`config.mk`:
```
export PLATFORM = sky130hd
export DESIGN_NAME = interrupt_sequencer_flat
export DESIGN_NICKNAME = d
export VERILOG_FILES = /design/src/rtl/interrupt_sequencer_pkg.sv /design/src/rtl/interrupt_sequencer_if.sv /design/src/rtl/interrupt_sequencer_int_pending.sv /design/src/rtl/interrupt_sequencer.sv /design/src/flat_wrapper.sv
export SDC_FILE = /design/constraint.sdc
export NUM_CORES = 1
export LEC_CHECK = 0
export BUFFER_PORTS_ARGS = -buffer_cell sky130_fd_sc_hd__buf_4
export CAP_MARGIN = 25
export CORE_UTILIZATION = 58
export CTS_BUF_LIST = sky130_fd_sc_hd__clkbuf_4
export DETAILED_ROUTE_END_ITERATION = 8
export PLACE_DENSITY = 0.95
export REMOVE_ABC_BUFFERS = 1
export SKIP_CTS_REPAIR_TIMING = 1
export SYNTH_ARGS = -nofsm -noshare
export SYNTH_HDL_FRONTEND = slang
export SYNTH_SLANG_ARGS = --single-unit
```
`constraint.sdc`:
```
create_clock -name clk -period 4.65 [get_ports clk]
set_input_delay 0.93 -clock clk [delete_from_list [all_inputs] [get_ports clk]]
set_output_delay 0.93 -clock clk [all_outputs]
set_load 0.02 [all_outputs]
```
`src/rtl/interrupt_sequencer_pkg.sv`:
```
// Shared types and constants for the interrupt entry/return sequencer.
package interrupt_sequencer_pkg;

  typedef enum logic [3:0] {
    ST_IDLE,
    ST_DRAIN,
    ST_PUSH_HI,
    ST_PUSH_LO,
    ST_PUSH_FL,
    ST_VEC_LO,
    ST_VEC_HI,
    ST_POP_FL,
    ST_POP_LO,
    ST_POP_HI,
    ST_JUMP
  } state_t;

  // Which way the sequence is going; held from IDLE departure through JUMP.
  typedef enum logic {
    DIR_ENTRY  = 1'b0,
    DIR_RETURN = 1'b1
  } dir_t;

  // Injected micro-op encodings seen by the ID/EX buffer.
  localparam logic [2:0] OP_NONE = 3'd0;
  localparam logic [2:0] OP_PUSH = 3'd1;
  localparam logic [2:0] OP_POP  = 3'd2;
  localparam logic [2:0] OP_LOAD = 3'd3;

  // Flag bit positions inside {NF,CF,ZF}.
  localparam int FLAG_NF = 2;
  localparam int FLAG_CF = 1;
  localparam int FLAG_ZF = 0;

  // Drain counter width; comfortably covers any realistic pipeline depth.
  localparam int CNT_W = 8;

  // Stack word holding the architectural flags.
  function automatic logic [15:0] flags_word(input logic [2:0] flags);
    return {13'b0, flags};
  endfunction

endpackage

```
`src/rtl/interrupt_sequencer_if.sv`:
```
// Pipeline-side signal bundle of the interrupt sequencer.
// master = sequencer, slave = pipeline (decode, fetch, memory stage).
interface interrupt_sequencer_if;

  logic        INT_Req;
  logic        RTI_Dec;
  logic        Pipe_Busy;
  logic [31:0] PC_In;
  logic [2:0]  Flags_In;
  logic        Mem_Ack;
  logic [15:0] Mem_Data_In;

  logic        Stall_Fetch;
  logic        Flush_Decode;
  logic        Inject_Valid;
  logic [2:0]  Inject_Op;
  logic [15:0] Inject_Data;
  logic        PC_Load;
  logic [31:0] PC_Out;
  logic        Flags_Load;
  logic [2:0]  Flags_Out;

  modport master (
    input  INT_Req, RTI_Dec, Pipe_Busy, PC_In, Flags_In, Mem_Ack, Mem_Data_In,
    output Stall_Fetch, Flush_Decode, Inject_Valid, Inject_Op, Inject_Data,
           PC_Load, PC_Out, Flags_Load, Flags_Out
  );

  modport slave (
    output INT_Req, RTI_Dec, Pipe_Busy, PC_In, Flags_In, Mem_Ack, Mem_Data_In,
    input  Stall_Fetch, Flush_Decode, Inject_Valid, Inject_Op, Inject_Data,
           PC_Load, PC_Out, Flags_Load, Flags_Out
  );

endinterface

```
`src/rtl/interrupt_sequencer_int_pending.sv`:
```
// Interrupt request edge detector and pending latch.
module int_pending (
  input  logic clk,
  input  logic rst,
  input  logic int_req,
  input  logic clr,
  output logic pending,
  output logic rise
);

  logic int_req_d_reg;

  assign rise = int_req & ~int_req_d_reg;

  // The delayed copy resets to 1 so a request already high across reset
  // is not mistaken for a fresh edge; a new edge wins over a same-cycle clear.
  always_ff @(posedge clk or posedge rst) begin
    if (rst) begin
      int_req_d_reg <= 1'b1;
      pending       <= 1'b0;
    end else begin
      int_req_d_reg <= int_req;
      if (rise)
        pending <= 1'b1;
      else if (clr)
        pending <= 1'b0;
    end
  end

endmodule

```
`src/rtl/interrupt_sequencer.sv`:
```
// Interrupt entry / RTI return sequencer: stalls fetch, drains the pipe,
// injects stack micro-ops and finally loads PC (and flags on return).
module interrupt_sequencer
  import interrupt_sequencer_pkg::*;
#(
  parameter int          DRAIN_CYCLES = 3,
  parameter logic [15:0] VEC_ADDR     = 16'h0000
) (
  input logic                   clk,
  input logic                   rst,
  interrupt_sequencer_if.master bus
);

  state_t             state_reg;
  dir_t               dir_reg;
  logic [CNT_W-1:0]   cnt_reg;
  logic [31:0]        pc_reg;     // return PC captured on entry
  logic [31:0]        tgt_reg;    // assembled jump target
  logic [2:0]         flags_reg;

  logic pending;
  logic rise;
  logic clr_pending;
  logic idle;
  logic take_entry;
  logic take_return;
  logic hold_rti;

  // Pending is consumed once the drain completes on the entry path.
  assign clr_pending = (state_reg == ST_DRAIN) && (cnt_reg == '0) && (dir_reg == DIR_ENTRY);

  int_pending u_int_pending (
    .clk     (clk),
    .rst     (rst),
    .int_req (bus.INT_Req),
    .clr     (clr_pending),
    .pending (pending),
    .rise    (rise)
  );

  // An edge arriving alongside RTI_Dec holds the RTI in decode for one cycle
  // so the interrupt (pending next cycle) takes priority and uses its address.
  assign idle        = (state_reg == ST_IDLE);
  assign take_entry  = idle && pending && !bus.Pipe_Busy;
  assign take_return = idle && !take_entry && bus.RTI_Dec && !rise;
  assign hold_rti    = idle && !take_entry && bus.RTI_Dec && rise;

  // Sequencer state, direction, drain counter and captured words.
  always_ff @(posedge clk or posedge rst) begin
    if (rst) begin
      state_reg <= ST_IDLE;
      dir_reg   <= DIR_ENTRY;
      cnt_reg   <= '0;
      pc_reg    <= '0;
      tgt_reg   <= '0;
      flags_reg <= '0;
    end else begin
      case (state_reg)
        ST_IDLE: begin
          if (take_entry) begin
            state_reg <= ST_DRAIN;
            dir_reg   <= DIR_ENTRY;
            cnt_reg   <= CNT_W'(DRAIN_CYCLES - 1);
            pc_reg    <= bus.PC_In;
            flags_reg <= bus.Flags_In;
          end else if (take_return) begin
            state_reg <= ST_DRAIN;
            dir_reg   <= DIR_RETURN;
            cnt_reg   <= CNT_W'(DRAIN_CYCLES - 1);
          end
        end
        ST_DRAIN: begin
          if (cnt_reg == '0)
            state_reg <= (dir_reg == DIR_ENTRY) ? ST_PUSH_HI : ST_POP_FL;
          else
            cnt_reg <= cnt_reg - 1'b1;
        end
        ST_PUSH_HI: if (bus.Mem_Ack) state_reg <= ST_PUSH_LO;
        ST_PUSH_LO: if (bus.Mem_Ack) state_reg <= ST_PUSH_FL;
        ST_PUSH_FL: if (bus.Mem_Ack) state_reg <= ST_VEC_LO;
        ST_VEC_LO: begin
          if (bus.Mem_Ack) begin
            tgt_reg[15:0] <= bus.Mem_Data_In;
            state_reg     <= ST_VEC_HI;
          end
        end
        ST_VEC_HI: begin
          if (bus.Mem_Ack) begin
            tgt_reg[31:16] <= bus.Mem_Data_In;
            state_reg      <= ST_JUMP;
          end
        end
        ST_POP_FL: begin
          if (bus.Mem_Ack) begin
            flags_reg[FLAG_NF] <= bus.Mem_Data_In[FLAG_NF];
            flags_reg[FLAG_CF] <= bus.Mem_Data_In[FLAG_CF];
            flags_reg[FLAG_ZF] <= bus.Mem_Data_In[FLAG_ZF];
            state_reg          <= ST_POP_LO;
          end
        end
        ST_POP_LO: begin
          if (bus.Mem_Ack) begin
            tgt_reg[15:0] <= bus.Mem_Data_In;
            state_reg     <= ST_POP_HI;
          end
        end
        ST_POP_HI: begin
          if (bus.Mem_Ack) begin
            tgt_reg[31:16] <= bus.Mem_Data_In;
            state_reg      <= ST_JUMP;
          end
        end
        ST_JUMP: state_reg <= ST_IDLE;
        default: state_reg <= ST_IDLE;
      endcase
    end
  end

  logic        inj_valid;
  logic [2:0]  inj_op;
  logic [15:0] inj_data;

  // Micro-op presented to ID/EX for each memory state; held until acked.
  always_comb begin
    inj_valid = 1'b0;
    inj_op    = OP_NONE;
    inj_data  = 16'h0000;
    case (state_reg)
      ST_PUSH_HI: begin inj_valid = 1'b1; inj_op = OP_PUSH; inj_data = pc_reg[31:16];         end
      ST_PUSH_LO: begin inj_valid = 1'b1; inj_op = OP_PUSH; inj_data = pc_reg[15:0];          end
      ST_PUSH_FL: begin inj_valid = 1'b1; inj_op = OP_PUSH; inj_data = flags_word(flags_reg); end
      ST_VEC_LO:  begin inj_valid = 1'b1; inj_op = OP_LOAD; inj_data = VEC_ADDR;              end
      ST_VEC_HI:  begin inj_valid = 1'b1; inj_op = OP_LOAD; inj_data = VEC_ADDR + 16'd1;      end
      ST_POP_FL, ST_POP_LO, ST_POP_HI: begin inj_valid = 1'b1; inj_op = OP_POP;              end
      default: ;
    endcase
  end

  assign bus.Inject_Valid = inj_valid;
  assign bus.Inject_Op    = inj_op;
  assign bus.Inject_Data  = inj_data;

  assign bus.Stall_Fetch  = !idle || take_entry || take_return || hold_rti;
  assign bus.Flush_Decode = (state_reg == ST_JUMP) || take_entry || take_return;
  assign bus.PC_Load      = (state_reg == ST_JUMP);
  assign bus.PC_Out       = (state_reg == ST_JUMP) ? tgt_reg : 32'h0;
  assign bus.Flags_Load   = (state_reg == ST_JUMP) && (dir_reg == DIR_RETURN);
  assign bus.Flags_Out    = bus.Flags_Load ? flags_reg : 3'b000;

endmodule

```
`src/flat_wrapper.sv`:
```
// flat-port wrapper written by rule: the top's interface ports become plain ports
module interrupt_sequencer_flat import interrupt_sequencer_pkg::*;
#(
  parameter int          DRAIN_CYCLES = 3,
  parameter logic [15:0] VEC_ADDR     = 16'h0000
)
  (clk, rst, bus_INT_Req, bus_RTI_Dec, bus_Pipe_Busy, bus_PC_In, bus_Flags_In, bus_Mem_Ack, bus_Mem_Data_In, bus_Stall_Fetch, bus_Flush_Decode, bus_Inject_Valid, bus_Inject_Op, bus_Inject_Data, bus_PC_Load, bus_PC_Out, bus_Flags_Load, bus_Flags_Out);
  interrupt_sequencer_if bus_i ();
  input logic clk;
  input logic rst;
  input wire logic [$bits(bus_i.INT_Req)-1:0] bus_INT_Req;
  input wire logic [$bits(bus_i.RTI_Dec)-1:0] bus_RTI_Dec;
  input wire logic [$bits(bus_i.Pipe_Busy)-1:0] bus_Pipe_Busy;
  input wire logic [$bits(bus_i.PC_In)-1:0] bus_PC_In;
  input wire logic [$bits(bus_i.Flags_In)-1:0] bus_Flags_In;
  input wire logic [$bits(bus_i.Mem_Ack)-1:0] bus_Mem_Ack;
  input wire logic [$bits(bus_i.Mem_Data_In)-1:0] bus_Mem_Data_In;
  output wire logic [$bits(bus_i.Stall_Fetch)-1:0] bus_Stall_Fetch;
  output wire logic [$bits(bus_i.Flush_Decode)-1:0] bus_Flush_Decode;
  output wire logic [$bits(bus_i.Inject_Valid)-1:0] bus_Inject_Valid;
  output wire logic [$bits(bus_i.Inject_Op)-1:0] bus_Inject_Op;
  output wire logic [$bits(bus_i.Inject_Data)-1:0] bus_Inject_Data;
  output wire logic [$bits(bus_i.PC_Load)-1:0] bus_PC_Load;
  output wire logic [$bits(bus_i.PC_Out)-1:0] bus_PC_Out;
  output wire logic [$bits(bus_i.Flags_Load)-1:0] bus_Flags_Load;
  output wire logic [$bits(bus_i.Flags_Out)-1:0] bus_Flags_Out;
  assign bus_i.INT_Req = bus_INT_Req;
  assign bus_i.RTI_Dec = bus_RTI_Dec;
  assign bus_i.Pipe_Busy = bus_Pipe_Busy;
  assign bus_i.PC_In = bus_PC_In;
  assign bus_i.Flags_In = bus_Flags_In;
  assign bus_i.Mem_Ack = bus_Mem_Ack;
  assign bus_i.Mem_Data_In = bus_Mem_Data_In;
  assign bus_Stall_Fetch = bus_i.Stall_Fetch;
  assign bus_Flush_Decode = bus_i.Flush_Decode;
  assign bus_Inject_Valid = bus_i.Inject_Valid;
  assign bus_Inject_Op = bus_i.Inject_Op;
  assign bus_Inject_Data = bus_i.Inject_Data;
  assign bus_PC_Load = bus_i.PC_Load;
  assign bus_PC_Out = bus_i.PC_Out;
  assign bus_Flags_Load = bus_i.Flags_Load;
  assign bus_Flags_Out = bus_i.Flags_Out;
  interrupt_sequencer #(.DRAIN_CYCLES(DRAIN_CYCLES), .VEC_ADDR(VEC_ADDR)) u_core (.clk(clk), .rst(rst), .bus(bus_i));
endmodule
```
---- Word-level counts from Yosys, hierarchy flattened ----
Index checks and enable logic that the tools add are counted.
Widths: inputs -> output; s select.
operators by class
  add/subtract/negate cells ............... 1
  eq/ne operators ......................... 21
  multiplexer cells ....................... 28
  bitwise logic cells ..................... 3
  reduce and logical (&&, ||, !) cells .... 37
operators by type and width
  operator             count
  $pmux 16 s4          1
  $mux 4               10
  $pmux 4 s9           1
  $mux 32              1
  $mux 8               3
  $ne 2x2->1 const B   9
  $eq 4x3->1 const B   4
  $pmux 8 s2           1
  $eq 4x4->1 const B   3
  $mux 3               4
  $logic_and 1x1->1    9
  $reduce_and 9->1     1
  $eq 4x2->1 const B   2
  $logic_not 8->1      1
  $reduce_and 2->1     4
  $reduce_bool 2->1    4
  $reduce_or 8->1      1
  $sub 8x1->8 const B  1
  $pmux 2 s3           1
  $pmux 3 s2           1
  $reduce_and 3->1     2
  $reduce_or 2->1      3
  $reduce_or 3->1      2
  $logic_or 1x1->1     5
  8 further kinds      16
storage, ports and cells
  register bits ........................... 82
  output and inout port bits .............. 59
  logic and storage cells ................. 99

---- Logic depth before layout (Yosys ltp) ----
  depth after elaboration ................. 10
  mapped depth ............................ 6
  gate-level depth less buffers ........... 6

---- Cells and area by module ----
A second synthesis with hierarchy kept.
second synthesis, totals
  cells, all modules ...................... 335
  area, all modules ....................... 4006.3 µm²
by module, submodules not included
  module               times used  cells each  area an instance (µm²)
  interrupt_sequencer  1           329         3926.3
  int_pending          1           6           80.1

---- Worst setup path after synthesis ----
No wires, ideal clock.
  kind .................................... register to output
  start point ............................. register u_core.state_reg[2]
  end point ............................... output bus_Inject_Data[10]
  data arrival time ....................... 1648 ps
  data required time ...................... 3720 ps
  path slack .............................. 2072 ps
  cell stages (with the launch flop) ...... 6
  cell sequence ........................... dfrtp_1 > buf_4 > clkbuf_1 > nor3_1 > clkbuf_1 > a22o_1
on the way
  longest elaborated chain between the ends .. 2
  elaborated cells between the ends (all ways) .. 5
  those cells by class .................... eq/ne: 4; mux: 1
ends and longest elaborated chain
  element                                          line                        RTL
  from (decl)                                      interrupt_sequencer.sv:14   state_t state_reg;
  from (signal assigned)                           interrupt_sequencer.sv:74   state_reg <= (dir_reg == DIR_ENTRY) ? ST_PUSH_HI : ST_POP_FL;
  $eq 4x3->1 / $eq 4x2->1 (equally long branches)  interrupt_sequencer.sv:128  case (state_reg)
  $pmux 16 s4 (*)                                  interrupt_sequencer.sv:128
  to (decl)                                        flat_wrapper.sv:22          output wire logic [$bits(bus_i.Inject_Data)-1:0] bus_Inject_Data;
Mark *: on every way between the ends. The rest lies on a longest branch, timed or not.

---- Worst setup path in the final report ----
  start point ............................. register u_core.state_reg[0]
  end point ............................... output bus_Inject_Data[0]
Same word-level chain as after synthesis.

==> impl_metrics.json <==
{
  "worstPathCellList": "nand2_1, nor3_2, a221o_1, buf_4",
  "area_growth_syn_to_layout_pct": 25.90,
  "antenna_found_initial": 0,
  "worstPathArrival_ns": 2.76,
  "die_h_um": 85.20,
  "peakVddDrop_v": 0.0004444,
  "cts_root_buffer": "clkbuf_4",
  "grt_pass1_wl_mm": 16.48,
  "final_net_count": 508,
  "finalWeightedCongestion": 0.8979,
  "ys_warn_count": 0,
  "rows": 29,
  "syn_avg_cell_area_um2": 11.84,
  "reg2reg_from": "u_core.state_reg[2]$_DFFE_PP0P_",
  "p_sw_w": 0.001093,
  "seq_power_share_pct": 45.2,
  "cell_internal_pwr_w": 0.001852,
  "final_common_cell": "buf_4",
  "layout_min_cycle_time_ns": 3.688,
  "rsz0062_at_grt": "no",
  "num_vias": 3237,
  "grt_pass1_vias": 3338,
  "worstHoldStart": "u_core.tgt_reg[17]$_DFFE_PP0P_",
  "path_buf_inv": 1,
  "track_usage_pct": 30.34,
  "vias_per_cell": 6.096,
  "crit_required_ns": 3.72,
  "async_flop_share_pct": 100.0,
  "fp.dieW_um": 85.20,
  "layout_common_cells": "118 x buf_4, 81 x dfrtp_1, 65 x mux2_2, 34 x and2_1, 16 x nand2_1",
  "clock-skew-final_ns": 0.01854,
  "timing.final.ws_setup_ns": 0.9618,
  "pwr-share-clk_pct": 16.5,
  "hp-class": "register to register",
  "cts_tree": "yes",
  "grt-ovfl-total": 0,
  "synthDistinctLibCells": 46,
  "ys_seq_elements": 82,
  "powerDensity_nw_per_um2": 582.5,
  "wl_per_cell_um": 19.69,
  "drv_cap": 0,
  "n_antenna_cell": 0,
  "grt_max_degree": 53,
  "r2r_slack_ns": 2.08,
  "dieArea_um2": 7259,
  "worstRegToRegCells": 4,
  "start_util_pct": 61.48,
  "ioPinCount": 116,
  "syn_inst": 339,
  "worst_setup_path_start_kind": "register",
  "timing.final.crit_share_pct": 79.32,
  "hpwlAfterDp_mm": 7.313,
  "cts.sinks": 82,
  "pwr-share-comb_pct": 38.3,
  "worstHoldPathCells": 1,
  "worstReg2RegEnd": "u_core.tgt_reg[10]$_DFFE_PP0P_",
  "setup_viol": 0,
  "startpoint": "u_core.state_reg[0]$_DFFE_PP0P_",
  "first_iter_violations": 370,
  "leakage_nw": 2.399,
  "clk_latency_ns": 0.45,
  "place_ws_ns": 1.516,
  "h-tree-depth": 3,
  "fmax_mhz": 271.1,
  "route.detailed.drc": 0,
  "synth-main-ff-cell": "dfrtp_1",
  "drv_slew": 0,
  "cts_buffers": 9,
  "synth_area_um2": 4015,
  "synth-edff-count": 0,
  "seq_area_frac_synth_pct": 51.14,
  "portBuffers": 114,
  "clockBufferDepth": 2,
  "cpPeakStageDelay_ns": 0.91,
  "crit_type": "register to primary output",
  "drive_gt1_share_pct": 46.48,
  "relSlewSlack_pct": 22.86,
  "min_to": "u_core.tgt_reg[17]$_DFFE_PP0P_",
  "clk_pin_slew_ns": 0.13,
  "status": "finished, final reports clean",
  "cpLargestDelayFamily": "simple AND/OR/NAND/NOR gates",
  "ant_nets": 0,
  "critPathMaxFanout": 18,
  "core_area_um2": 6531,
  "worstSetupEndpointType": "primary output",
  "drt-total-wl_mm": 10.46,
  "setup_tns_ns": 0,
  "switching_share_pct": 37.12,
  "drtPass1Iterations": 6,
  "hold_viol": 0,
  "crit_slowest_cell": "nor3_2",
  "tightest_slew_ns": 1.151
}
-- power by group through the flow --
stage / sequential (W) / combinational [W] / clock [W]
after CTS: 0.00132 / 0.00112 / 0.000484
final: 0.00133 / 0.00113 / 0.000486
after detailed placement: 0.00132 / 0.00111 / 0
after global routing: 0.00136 / 0.00121 / 0.000515
after global placement: 0.00130 / 0.00104 / 0
after floorplan: 0.00123 / 0.000802 / 0
-- routing by layer --
metal  track usage, %  share of wire (%)  up-vias
met5                0                  0        -
met4            15.25                3.7        0
met3            6.420                6.3       32
met2            53.01                 52      157
met1            35.46                 38     1606
li1                 -                  -     1442
-- worst max-delay path by stage --
stage                                    end  slack (ns)  cells after the start
after global placement    bus_Inject_Data[0]        1.72                      4
after floorplan             bus_Flags_Out[0]        1.51                      3
after CTS                 bus_Inject_Data[2]        0.91                      5
after global routing      bus_Inject_Data[0]        0.91                      4
after detailed placement  bus_Inject_Data[4]        1.52                      4
final                     bus_Inject_Data[0]        0.96                      4
-- cell type report --
| cell class | count | area (um^2) |
|---|---|---|
| well taps | 77 | 96.34 |
| multi-input cells | 230 | 1817 |
| repair buffers | 119 | 897.1 |
| clock buffers | 10 | 75.07 |
| clock inverters | 6 | 88.84 |
| inverters | 7 | 27.53 |
| flip-flops and latches | 82 | 2053 |
| fillers | 380 | 1476 |
-- metrics by stage --
stage | instance area, um^2 | total power, W | std cells | hold WS, ns | util, %
finish | 5055 | 0.002945 | 531 | 0.5137 | 77.39
global route | 5055 | 0.003084 | 531 | 0.5283 | 77.39
CTS | 5044 | 0.002923 | 530 | 0.5114 | 77.22
detailed placement | 4880 | 0.002435 | 514 | 0.4810 | 74.71
global placement | 4880 | 0.002340 | 514 | 0.4775 | 74.71
floorplan | 3891 | 0.002030 | 319 | 0.4534 | -
-- cell families after synthesis --
group	count (synthesis)	share of synthesized area [%]
muxes	67	18.73
other	1	0.09340
adders and majority gates	3	0.8725
AOI/OAI and AO/OA	61	10.78
buffers and inverters	27	3.740
and+or+nand+nor	98	14.65
DFF	82	51.14
-- synthesized netlist by cell type, types with 4 or more instances --
library cell   n  area share (%)
dfrtp_1       81              50
mux2_2        65              18
and2_1        34             5.3
nand2_1       16             1.5
a22o_1        13             2.8
a21oi_1       10             1.2
nor2_1        10            0.93
o21ai_0       10             1.2
clkbuf_1       8            0.75
inv_1          7            0.65
buf_2          6            0.75
nand2b_1       6            0.93
nand3_1        5            0.62
nor3_1         5            0.62
o21a_1         5            0.93
o31ai_1        5            0.93
or4_1          5            0.93
and3_1         4            0.62
Note: power is estimated with default switching activity, not from simulation.
